<file path="config.mk">
export PLATFORM = sky130hd
export DESIGN_NAME = qdr_phase_select
export DESIGN_NICKNAME = d
export VERILOG_FILES = /design/src/rtl/qdr_phase_select.sv
export SDC_FILE = /design/constraint.sdc
export NUM_CORES = 1
export LEC_CHECK = 0
export CAP_MARGIN = 20
export CORE_AREA = 2 2 93 131
export DETAILED_ROUTE_END_ITERATION = 8
export DIE_AREA = 0 0 95 133
export PLACE_DENSITY = 0.78
export RECOVER_POWER = 25
export SLEW_MARGIN = 20
export SYNTH_ARGS = -nofsm -noshare
export SYNTH_HDL_FRONTEND = slang
export SYNTH_SLANG_ARGS = --single-unit
</file>
<file path="constraint.sdc">
create_clock -name clk_0 -period 7.4 [get_ports clk_0]
set_clock_uncertainty 0.05 [all_clocks]
set_input_delay 1.85 -clock clk_0 [delete_from_list [all_inputs] [get_ports clk_0]]
set_output_delay 1.85 -clock clk_0 [all_outputs]
set_load 0.05 [all_outputs]
</file>
<file path="src/rtl/qdr_phase_select.sv">
// Four-phase ADC sample retiming, one-shot eye calibration and phase selection.
// Every register is in the clk_0 domain; the calibration FSM picks the phase farthest from the data edge.
module qdr_phase_select #(
    parameter int width    = 8,
    parameter int WIN_LOG2 = 10
) (
    input  logic             clk_0,
    input  logic             reset,
    input  logic [width-1:0] data0,
    input  logic [width-1:0] data90,
    input  logic [width-1:0] data180,
    input  logic [width-1:0] data270,
    input  logic             cal_start,
    output logic             cal_busy,
    output logic             cal_done,
    output logic             cal_fail,
    output logic [1:0]       phase_sel,
    output logic [width-1:0] data_out,
    output logic             data_valid
);

    typedef enum logic [2:0] {
        IDLE   = 3'd0,
        CLEAR  = 3'd1,
        ACCUM  = 3'd2,
        DECIDE = 3'd3,
        DONE   = 3'd4
    } state_t;

    state_t state;

    logic [width-1:0] d0_r, d90_r, d180_r, d270_r;
    logic [width-1:0] d0_rr, d90_rr, d180_rr, d270_rr;
    logic [3:0]       m;

    logic [WIN_LOG2:0]   e_cnt [4];
    logic [WIN_LOG2-1:0] win_cnt;

    logic [1:0]        best_k;
    logic [WIN_LOG2:0] best_v;

    always_ff @(posedge clk_0 or posedge reset) begin
        if (reset) begin
            d0_r    <= '0;
            d90_r   <= '0;
            d180_r  <= '0;
            d270_r  <= '0;
            d0_rr   <= '0;
            d90_rr  <= '0;
            d180_rr <= '0;
            d270_rr <= '0;
        end else begin
            d0_r    <= data0;
            d90_r   <= data90;
            d180_r  <= data180;
            d270_r  <= data270;
            d0_rr   <= d0_r;
            d90_rr  <= d90_r;
            d180_rr <= d180_r;
            d270_rr <= d270_r;
        end
    end

    // Pair 3 wraps to the next cycle's 0-degree sample, which is d0_r relative to d270_rr.
    always_comb begin
        m[0] = (d0_rr   != d90_rr);
        m[1] = (d90_rr  != d180_rr);
        m[2] = (d180_rr != d270_rr);
        m[3] = (d270_rr != d0_r);
    end

    always_ff @(posedge clk_0 or posedge reset) begin
        if (reset) begin
            data_out <= '0;
        end else begin
            case (phase_sel)
                2'd0:    data_out <= d0_rr;
                2'd1:    data_out <= d90_rr;
                2'd2:    data_out <= d180_rr;
                default: data_out <= d270_rr;
            endcase
        end
    end

    // Strict '>' keeps the lowest index on ties.
    always_comb begin
        best_k = 2'd0;
        best_v = e_cnt[0];
        for (int k = 1; k < 4; k++) begin
            if (e_cnt[k] > best_v) begin
                best_v = e_cnt[k];
                best_k = 2'(k);
            end
        end
    end

    always_ff @(posedge clk_0 or posedge reset) begin
        if (reset) begin
            state      <= IDLE;
            cal_busy   <= 1'b0;
            cal_done   <= 1'b0;
            cal_fail   <= 1'b0;
            phase_sel  <= 2'd0;
            data_valid <= 1'b0;
            win_cnt    <= '0;
            for (int k = 0; k < 4; k++) e_cnt[k] <= '0;
        end else begin
            case (state)
                IDLE: begin
                    if (cal_start) begin
                        cal_done <= 1'b0;
                        cal_fail <= 1'b0;
                        cal_busy <= 1'b1;
                        state    <= CLEAR;
                    end
                end
                CLEAR: begin
                    win_cnt <= '0;
                    for (int k = 0; k < 4; k++) e_cnt[k] <= '0;
                    state <= ACCUM;
                end
                ACCUM: begin
                    for (int k = 0; k < 4; k++)
                        e_cnt[k] <= e_cnt[k] + {{WIN_LOG2{1'b0}}, m[k]};
                    win_cnt <= win_cnt + 1'b1;
                    if (win_cnt == '1) state <= DECIDE;
                end
                DECIDE: begin
                    // The sampling point opposite the noisiest pair sits half a period from the edge.
                    if (best_v == '0) begin
                        cal_fail <= 1'b1;
                    end else begin
                        phase_sel  <= best_k + 2'd2;
                        data_valid <= 1'b1;
                    end
                    state <= DONE;
                end
                DONE: begin
                    cal_done <= 1'b1;
                    cal_busy <= 1'b0;
                    state    <= IDLE;
                end
                default: state <= IDLE;
            endcase
        end
    end

endmodule
</file>
==> impl_results.md <==
* R2R cell count at 23
* Final core occ at approximately two thirds
* Final #Nets at 770
* Worst reg2reg setup slack at about 1.1 ns
* Vias in the first global route at 5291
* Leak at around 3.5 nW
* PD cells at roughly 420 nW/um^2
* Crit. End Element: flip-flop
* Routed Wire Length at around 15000 um
* DRT Pass-1 Iters at 5
* Slew Limit Headroom at -36.1%
* Worst-Margin Slew at 2.04 ns
* Final Worst Setup Slack at roughly 1.1 ns
* TritonCTS clock tree: done
* Fmax at around 0.16 GHz
* Synthesized flop and latch total at 135
* Final setup fails at 0
* Root Driver: clkbuf_16
* DP HPWL at ~11000 um
* Area leader, netlist: dfrtp_1
* Die span in y at 133 um
* Max Root-Sink Buffers at 2
* Top post-synthesis cells by area: dfrtp_1 51%, ha_1 7.9%, o21ai_0 7.0%
* Worst hold path class: flip-flop to flip-flop
* Hold_ws at 0.291 ns
* Most used DFF post-synth: dfrtp_1
* RR Startpoint: e_cnt[37]
* Largest net degree at the start of global routing at just over 80
* Final Cell Area at slightly below 8000 um^2
* Synth cell types at between 50 and 60
* Vias per cell at about 6
* GP Congestion at slightly below 0.9
* Pins Over Slew Limit at around 130
* Pre-CTS setup slack at 1.15 ns
* Vias at slightly above 5000
* RSZ-0062 raised after global routing: false
* Synth async-reset ratio at 100%
* Die area at roughly 13000 um^2
* Max_cap viols at 3
* Num ports at just under 50
* CP Launch Type: flip-flop
* # rows at between 40 and 50
* Worst EP required at between 7 and 8 ns
* Cts bufs inserted at 17
* GRT Overall Usage at a little over a quarter
* Routed Antenna Nets at 0
* Post-Synthesis Cells at 649
* Post-Syn Area at roughly 6700 um^2
* Maximum vdd drop at 0.221 mV
* Critical path endpoint: phase_sel[1]
* Placed Area at ~7200 um^2
* Area Growth Syn to Fin at 17.0%
* CTS sink count at ~140
* Core area at about 12000 um^2
* WS Path Type: flip-flop to flip-flop
* CTS H-tree lvls at 4
* Syn. warnings at 0
* Initial antenna violation count at 0
* Layout cell share with drive strength beyond 1 at ~7.9%
* Hold-fix buffers at CTS at 0
* Final period utilization at between 80% and 90%
* First-pass GRT wire length at 25600 um
* DRC violations left at 0
* Post-cts resize count at 0
* Detailed Route Iter0 Violations at 294
* Worst R2R End: phase_sel[1]
* Worst-path clk slew at 0.07 ns
* Grt total ovfl at 0
* Final Hold Vio Count at 0
* Synth top area share at between 50% and 60%
* Antenna diodes at 0
* Insertion delay to the later sink of the worst-skew pair at between 0.4 and 0.5 ns
* Crit Path Max Fanout at 21
* Mapped Avg Cell Area at 10.3 um^2
* Die width at about 95 um
* Minimum clock period at between 6 and 7 ns
* Register area share after synthesis at between 50% and 60%
* Setup_tns at 0 ns
* # port buffers at 48
* Post-synth EDFFs at 0
* Syn nets at 726
* Critical path launch point: e_cnt[37]
* Failing checks: max-capacitance violations, max-slew violations
* Starting Density at about 58%
* WP data arrival at about 6.6 ns
* Wire per inst at between 15 and 20 um
* Postcts setup bufs at 0
* Status: finished with violations
## power breakdown
part	internal [mW]	leakage (nW)	switching (mW)
sequential	0.828	1.66	0.125
clock	0.476	0.279	0.362
combinational	0.585	1.54	0.883
## metrics by stage
stage / instances / total power, mW
2_1_floorplan: 649 / 2.10
3_3_place_gp: 821 / 2.36
3_5_place_dp: 821 / 2.41
4_1_cts: 853 / 3.27
5_1_grt: 853 / 3.52
6_report: 853 / 3.26
## metal layers
layer / share of wire [%] / up-vias / GRT usage (%)
met5: 0 / - / 0
met4: 4.7 / 0 / 15.9
met3: 3.5 / 47 / 4.67
met2: 53 / 151 / 45.7
met1: 39 / 2485 / 30.9
li1: - / 2410 / -
## state kept, by name, summed over array words and instances, names as in the netlist
signal      flops
d180_r          8
d90_rr          8
win_cnt        10
d270_r          8
cal_fail        1
d0_rr           8
phase_sel       2
data_out        8
d0_r            8
d270_rr         8
cal_done        1
data_valid      1
state           3
d180_rr         8
cal_busy        1
e_cnt          44
d90_r           8
## cell usage in the layout, fill, tap and decap left out, types with 3 or more instances in the layout
master | synthesis | final
a21o_1 | 5 | 5
a21oi_1 | 26 | 26
a22o_1 | 6 | 6
a31oi_1 | 11 | 11
and2_1 | 5 | 5
and3_1 | 25 | 25
clkbuf_1 | 23 | 3
clkbuf_16 | 0 | 17
clkdlybuf4s50_1 | 0 | 26
clkinvlp_4 | 0 | 3
dfrtp_1 | 135 | 135
dlygate4sd3_1 | 0 | 22
ha_1 | 42 | 42
inv_1 | 19 | 18
inv_6 | 0 | 6
inv_8 | 0 | 4
mux4_2 | 8 | 8
nand2_1 | 67 | 67
nand2b_1 | 5 | 5
nand3_1 | 15 | 15
nand4_1 | 12 | 12
nor2_1 | 42 | 42
nor3_1 | 12 | 12
nor4_1 | 13 | 13
o21a_1 | 3 | 3
o21ai_0 | 93 | 93
o22ai_1 | 6 | 6
xnor2_1 | 5 | 5
xor2_1 | 34 | 34
## critical path, cell delays in order, from the launching register on
cell	delay [ns]
dfrtp_1	0.42
inv_1	0.11
ha_1	0.31
nand4_2	0.13
a21o_1	0.19
a211o_1	0.33
nand2_2	0.32
nor2_1	0.08
a21oi_1	0.30
ha_1	0.31
nand3_1	0.12
nor3_1	0.09
a221oi_1	0.39
nand2_1	0.16
nand2_1	0.51
o21ai_0	0.23
ha_1	0.34
a21o_1	0.19
a2111oi_0	0.46
o31a_2	0.23
mux2i_1	0.21
nor4b_2	0.09
or3_4	0.42
a22o_1	0.19
## synthesized netlist by cell type, types with 3 or more instances
master,instances
a31oi_1,11
a21o_1,5
and3_1,25
mux4_2,8
nand3_1,15
o21ai_0,93
nor2_1,42
xnor2_1,5
nor4_1,13
a22o_1,6
nand2b_1,5
nand4_1,12
dfrtp_1,135
inv_1,19
xor2_1,34
o21a_1,3
ha_1,42
nor3_1,12
and2_1,5
o22ai_1,6
clkbuf_1,23
nand2_1,67
a21oi_1,26
## layout make-up
type / instances / area [um^2]
clock buffers: 17 / 425
multi-input cells: 468 / 3100
fillers: 854 / 3770
inverters: 19 / 76.3
repair buffers: 52 / 499
well taps: 147 / 184
clock inverters: 15 / 155
flip-flops and latches: 135 / 3380
## logic make-up (layout without fill, tap and decap cells)
logic type | after synthesis | after routing | synth area share [%]
buf+inv | 46 | 103 | 3.11
fa+ha+maj | 42 | 42 | 7.87
compound gates | 166 | 166 | 14.3
xor+xnor | 39 | 39 | 5.11
mux | 14 | 14 | 3.78
simple gates | 207 | 207 | 15.3
flops | 135 | 135 | 50.6
## how the worst min path moves through the flow
| stage | start | to | slack [ns] | cells past startpoint |
|---|---|---|---|---|
| final | d270_r[4] | d270_rr[4] | 0.29 | 0 |
| after global placement | d270_r[4] | d270_rr[4] | 0.28 | 0 |
| after detailed placement | d180_r[6] | d180_rr[6] | 0.28 | 0 |
| after CTS | d180_r[3] | d180_rr[3] | 0.29 | 0 |
| after floorplan | d180_r[0] | d180_rr[0] | 0.28 | 0 |
| after global routing | d270_r[4] | d270_rr[4] | 0.30 | 0 |
(Power assumes the default switching activity.)
